===== src/rtl/avg_pkg.sv =====
// Shared constants and FP16 helpers for the four-element averaging unit.
// The 0.25 scale is a pure exponent decrement, so it lives here as a function.
package avg_pkg;

   localparam int          DATA_WIDTH = 16;
   localparam int          SIZE       = 4;
   localparam logic [15:0] QUARTER    = 16'h3400;
   localparam logic [15:0] FP16_NAN   = 16'h7E00;

   // Multiply by 2^-sh; anything that would land in the subnormal range becomes signed zero.
   function automatic logic [15:0] fp16_scale(input logic [15:0] v, input int sh);
      if (v[14:10] == 5'h1f)
         return v;
      if (int'(v[14:10]) <= sh)
         return {v[15], 15'h0000};
      return {v[15], v[14:10] - 5'(sh), v[9:0]};
   endfunction

endpackage


===== src/rtl/fp16_add.sv =====
// Combinational binary16 adder: round-to-nearest-even, subnormals flushed to zero,
// any NaN or opposite infinities give the canonical quiet NaN.
module fp16_add
   import avg_pkg::*;
(
   input  logic [15:0] a,
   input  logic [15:0] b,
   output logic [15:0] y
);

   logic              sa, sb, sl, ss;
   logic [4:0]        ea, eb, el, es, d;
   logic [9:0]        fa, fb;
   logic              a_nan, b_nan, a_inf, b_inf, a_zero, b_zero;
   logic              swap, st, up;
   logic [13:0]       ml, ms, ms_sh, nrm;
   logic [14:0]       acc;
   logic [3:0]        lz;
   logic signed [6:0] e;
   logic [11:0]       rnd;

   always_comb begin
      sa = a[15];
      ea = a[14:10];
      fa = a[9:0];
      sb = b[15];
      eb = b[14:10];
      fb = b[9:0];

      a_nan  = (ea == 5'h1f) && (fa != 10'h000);
      b_nan  = (eb == 5'h1f) && (fb != 10'h000);
      a_inf  = (ea == 5'h1f) && (fa == 10'h000);
      b_inf  = (eb == 5'h1f) && (fb == 10'h000);
      a_zero = (ea == 5'h00);
      b_zero = (eb == 5'h00);

      swap = {eb, fb} > {ea, fa};
      sl   = swap ? sb : sa;
      ss   = swap ? sa : sb;
      el   = swap ? eb : ea;
      es   = swap ? ea : eb;
      ml   = {1'b1, (swap ? fb : fa), 3'b000};
      ms   = {1'b1, (swap ? fa : fb), 3'b000};
      d    = el - es;

      // Guard/round bits are carried in the three low bits; everything shifted further is sticky.
      if (d >= 5'd14) begin
         ms_sh = '0;
         st    = 1'b1;
      end else begin
         ms_sh = ms >> d;
         st    = |(ms & ((14'd1 << d) - 14'd1));
      end
      ms_sh[0] = ms_sh[0] | st;

      acc = '0;
      nrm = '0;
      lz  = '0;
      if (sl == ss) begin
         acc = {1'b0, ml} + {1'b0, ms_sh};
         if (acc[14]) begin
            nrm    = acc[14:1];
            nrm[0] = acc[1] | acc[0];
            e      = $signed({2'b00, el}) + 7'sd1;
         end else begin
            nrm = acc[13:0];
            e   = $signed({2'b00, el});
         end
      end else begin
         acc = {1'b0, ml} - {1'b0, ms_sh};
         for (int i = 0; i <= 13; i++)
            if (acc[i])
               lz = 4'(13 - i);
         nrm = acc[13:0] << lz;
         e   = $signed({2'b00, el}) - $signed({3'b000, lz});
      end

      up  = nrm[2] & (nrm[3] | nrm[1] | nrm[0]);
      rnd = {1'b0, nrm[13:3]} + {11'b0, up};
      if (rnd[11])
         e = e + 7'sd1;

      if (a_nan || b_nan || (a_inf && b_inf && (sa != sb)))
         y = FP16_NAN;
      else if (a_inf)
         y = {sa, 15'h7c00};
      else if (b_inf)
         y = {sb, 15'h7c00};
      else if (a_zero && b_zero)
         y = {sa & sb, 15'h0000};
      else if (a_zero)
         y = b;
      else if (b_zero)
         y = a;
      else if (acc == 15'h0000)
         y = 16'h0000;
      else if (e <= 7'sd0)
         y = 16'h0000;
      else if (e >= 7'sd31)
         y = {sl, 15'h7c00};
      else
         y = {sl, e[4:0], (rnd[11] ? rnd[10:1] : rnd[9:0])};
   end

endmodule


===== src/rtl/avg_unit.sv =====
// Accumulates the four packed FP16 elements one per clock, then registers sum * 0.25.
// The result holds, and accumulation stays frozen, until the next reset.
module avg_unit #(
   parameter int          DATA_WIDTH = avg_pkg::DATA_WIDTH,
   parameter int          SIZE       = avg_pkg::SIZE,
   parameter logic [15:0] QUARTER    = avg_pkg::QUARTER
) (
   input  logic [DATA_WIDTH*SIZE-1:0] x,
   output logic [DATA_WIDTH-1:0]      AvgOut,
   input  logic                       clk,
   input  logic                       reset
);

   // Scaling by a power-of-two constant reduces to subtracting its unbiased exponent.
   localparam int         SCALE_SHIFT = 15 - int'(QUARTER[14:10]);
   localparam logic [2:0] LAST        = 3'd4;

   logic [2:0]            cnt;
   logic [DATA_WIDTH-1:0] sum;
   logic [DATA_WIDTH-1:0] add;
   logic [DATA_WIDTH-1:0] elem;

   always_comb begin
      elem = '0;
      for (int i = 0; i < SIZE; i++)
         if (cnt == 3'(i))
            elem = x[DATA_WIDTH*(SIZE-i)-1 -: DATA_WIDTH];
   end

   fp16_add u_add (
      .a (sum),
      .b (elem),
      .y (add)
   );

   always_ff @(posedge clk or negedge reset) begin
      if (!reset) begin
         cnt    <= '0;
         sum    <= '0;
         AvgOut <= '0;
      end else if (cnt < LAST) begin
         sum <= add;
         cnt <= cnt + 3'd1;
      end else begin
         AvgOut <= avg_pkg::fp16_scale(sum, SCALE_SHIFT);
      end
   end

endmodule


===== config.mk =====
export PLATFORM = sky130hd
export DESIGN_NAME = avg_unit
export DESIGN_NICKNAME = d
export VERILOG_FILES = /design/src/rtl/avg_pkg.sv /design/src/rtl/fp16_add.sv /design/src/rtl/avg_unit.sv
export SDC_FILE = /design/constraint.sdc
export NUM_CORES = 1
export LEC_CHECK = 0
export CORE_MARGIN = 2
export CORE_UTILIZATION = 50
export CTS_CLUSTER_DIAMETER = 50
export CTS_CLUSTER_SIZE = 28
export DETAILED_ROUTE_END_ITERATION = 10
export PLACE_DENSITY_LB_ADDON = 0.1
export RECOVER_POWER = 25
export SLEW_MARGIN = 40
export SYNTH_ARGS = -nofsm -noshare
export SYNTH_HDL_FRONTEND = slang
export SYNTH_SLANG_ARGS = --single-unit

===== constraint.sdc =====
create_clock -name clk -period 22.8 [get_ports clk]
set_input_delay 5.7 -clock clk [delete_from_list [all_inputs] [get_ports clk]]
set_output_delay 5.7 -clock clk [all_outputs]
set_load 0.05 [all_outputs]

==> results_dict.tcl <==
set metrics [dict create \
    run_status "finished with violations" \
    violations "capacitance limit, slew limit" \
    drc 0 \
    post-cts-setup-buffers 0 \
    max_freq_ghz 0.05659 \
    cts.repair.resized 0 \
    critPathCaptureType "flop" \
    synth_top_area_cell "dfrtp_1" \
    boundaryPins 82 \
    numCtsBuffers 5 \
    ys_async_sr_fraction 1.000 \
    critPathLaunchType "input pin" \
    ir_drop_mv 0.04416 \
    synth_common_cells "nand2_1 (123), nor2_1 (99), a21oi_1 (90), inv_1 (72), o21ai_0 (56)" \
    cp.arrival_ps 17850 \
    chipHeight_um 130.3 \
    synth.most_common_cell "nand2_1" \
    p_int_uw 113.1 \
    hpwl_um 21190 \
    die_x_um 130.3 \
    slew_headroom -0.2936 \
    synthCells 1118 \
    slowest_stage "ha_2" \
    vias 8945 \
    die_area_mm2 0.01697 \
    io_buffers 81 \
    ys_seq_area_frac 0.1099 \
    nNetsFinal 1281 \
    row_count 46 \
    drtIter0Drc 991 \
    grt-busiest-layer "met2" \
    fin_total_pwr_uw 140.4 \
    synth_cell_types 109 \
    drtPass1Iterations 5 \
    p_per_area_mw_per_mm2 15.59 \
    critPathRequiredTime_ps 22970 \
    clock_path_buffers 2 \
    via_per_inst 6.505 \
    layout_min_cycle_time_ps 17670 \
    grt_use_met2 0.4786 \
    routed_wl_um 26930 \
    grt_pass1_vias 8131 \
    min_path_type "flop to flop" \
    p_clk_frac 0.456 \
    p_leak_nw 3.690 \
    swShare 0.1943 \
    p_seq_frac 0.443 \
    antenna_found_initial 0 \
    finClkSkew_ps 2.709 \
    synth.net_count 1241 \
    post-route-period-util 0.7750 \
    synth_top_area_frac 0.1099 \
    diodes 0 \
    grt_pass1_wl_um 42680 \
    cts_tree "yes" \
    cpMostUsedCell "a21oi_1" \
    synthFlopType "dfrtp_1" \
    p_comb_frac 0.101 \
    ys_top_cells_by_area "dfrtp_1 (11%), ha_1 (8.6%), nand2_1 (5.8%)" \
    drv_slew 36 \
    track_usage 0.3151 \
    finalHoldViolCount 0 \
    ant_nets 0 \
    gp_congestion 0.9813 \
    clkSinkCount 35 \
    setup_violations 0 \
    crit_type "input pin to flop" \
    ys_seq_elements 35 \
    cp_max_fo 38 \
    holdBufCountCts 0 \
    use_met3 0.04264 \
    synth-edff-count 0 \
    hold_start "AvgOut[12]$_DFFE_PN0P_" \
    drive_gt1_frac 0.08456 \
    setup_tns_ps 0 \
    r2r-start "cnt[2]$_DFFE_PN0N_" \
    p_switching_uw 27.29 \
    root_buffer "clkbuf_16" \
    core-area_mm2 0.01571 \
    synth_area_mm2 0.007973 \
    grt_max_degree 39 \
    ys_warn_count 0 \
    met1_usage 0.4629 \
    syn_avg_cell_area_um2 7.131 \
    wire_per_inst_um 19.58 \
    syn_to_final_growth_pct 13.03 \
    worstMarginPinSlew_ps 1940 \
    initial_core_util 0.5074 \
    grt-ovfl-total 0 \
    clk_pin_slew_worst_paths_ps 50 \
    crit_start "x[28]" \
    htree_levels 2 \
    num-fill-cells 1537 \
    worstSkewPairLatency_ps 280 \
    rsz0062_at_grt "no" \
    drv_cap 1 \
    cpPeakStageDelay_ps 650 \
]
sequential cells by signal, summed over array words and instances (netlist names):
| signal | count |
|---|---|
| sum | 16 |
| cnt | 3 |
| AvgOut | 16 |
kinds of logic after synthesis:
kind of cell / after synthesis / share of synthesized area
muxes: 50 / 0.07031
buffers and inverters: 140 / 0.07376
AOI/OAI and AO/OA: 365 / 0.3307
xor gates and xnor gates: 34 / 0.04065
DFF: 35 / 0.1099
adders and majority gates: 57 / 0.09134
and+or+nand+nor: 437 / 0.2834
power groups by stage:
| stage | Combinational [mW] | Clock, mW | Sequential, mW |
|---|---|---|---|
| global placement | 0.0142 | 0 | 0.0632 |
| global route | 0.0155 | 0.0675 | 0.0621 |
| detailed placement | 0.0144 | 0 | 0.0632 |
| floorplan | 0.00176 | 0 | 0.0633 |
| finish | 0.0142 | 0.0641 | 0.0622 |
| CTS | 0.0144 | 0.0650 | 0.0622 |
metrics by stage:
| stage | util | setup WS [ps] | hold WS [ps] | cell area (um^2) | std cells |
|---|---|---|---|---|---|
| 2_1_floorplan | - | 7205 | 488.8 | 7973 | 1118 |
| 3_3_place_gp | 0.5631 | 4609 | 465.2 | 8848 | 1366 |
| 3_5_place_dp | 0.5644 | 4713 | 473.8 | 8869 | 1366 |
| 4_1_cts | 0.5732 | 4946 | 485.8 | 9006 | 1374 |
| 5_1_grt | 0.5735 | 4070 | 493.3 | 9011 | 1375 |
| 6_report | 0.5735 | 5129 | 479.2 | 9011 | 1375 |
layout make-up:
type | count | area, um^2 | area share
well taps | 216 | 270.3 | 0.02999
clock buffers | 7 | 132.6 | 0.01472
repair buffers | 93 | 887.1 | 0.09844
flip-flops and latches | 35 | 875.8 | 0.09720
clock inverters | 1 | 5.005 | 0.0005554
inverters | 80 | 300.3 | 0.03332
multi-input cells | 943 | 6540 | 0.7258
layer usage:
| metal | vias up | share of wire |
|---|---|---|
| met4 | 0 | 0.030 |
| met5 | - | 0 |
| li1 | 4235 | - |
| met3 | 73 | 0.081 |
| met1 | 4201 | 0.46 |
| met2 | 436 | 0.43 |
critical path, delay by kind of cell:
family	cells	cell delay, ps
XOR/XNOR	1	450
buffers and inverters	7	2020
AND/OR/NAND/NOR	15	2900
AO/OA/AOI/OAI	21	4840
adder cells (fa/ha/maj)	4	1740
multiplexers	1	180
path summary, 6_finish.rpt:
kind / to / slack [ps] / cells after the start
max: sum[6]$_DFFE_PN0P_ / 5130 / 49
min: AvgOut[12]$_DFFE_PN0P_ / 480 / 1
max reg2reg: sum[6]$_DFFE_PN0P_ / 9260 / 50
min reg2reg: AvgOut[12]$_DFFE_PN0P_ / 480 / 1
max in group asynchronous: sum[14]$_DFFE_PN0P_ / 15180 / 2
min in group asynchronous: AvgOut[9]$_DFFE_PN0P_ / 6500 / 2
placed cells by master, fill, tap and decap left out, types with 26 or more instances in the layout:
master,instances
nand2_1,123
nor2_1,99
a21oi_1,90
clkdlybuf4s50_1,80
inv_1,72
o21ai_0,55
ha_1,52
nor3_1,40
dfrtp_1,35
mux2i_1,32
nand3_1,28
a211oi_1,26
Note: power is estimated with default switching activity, not from simulation.
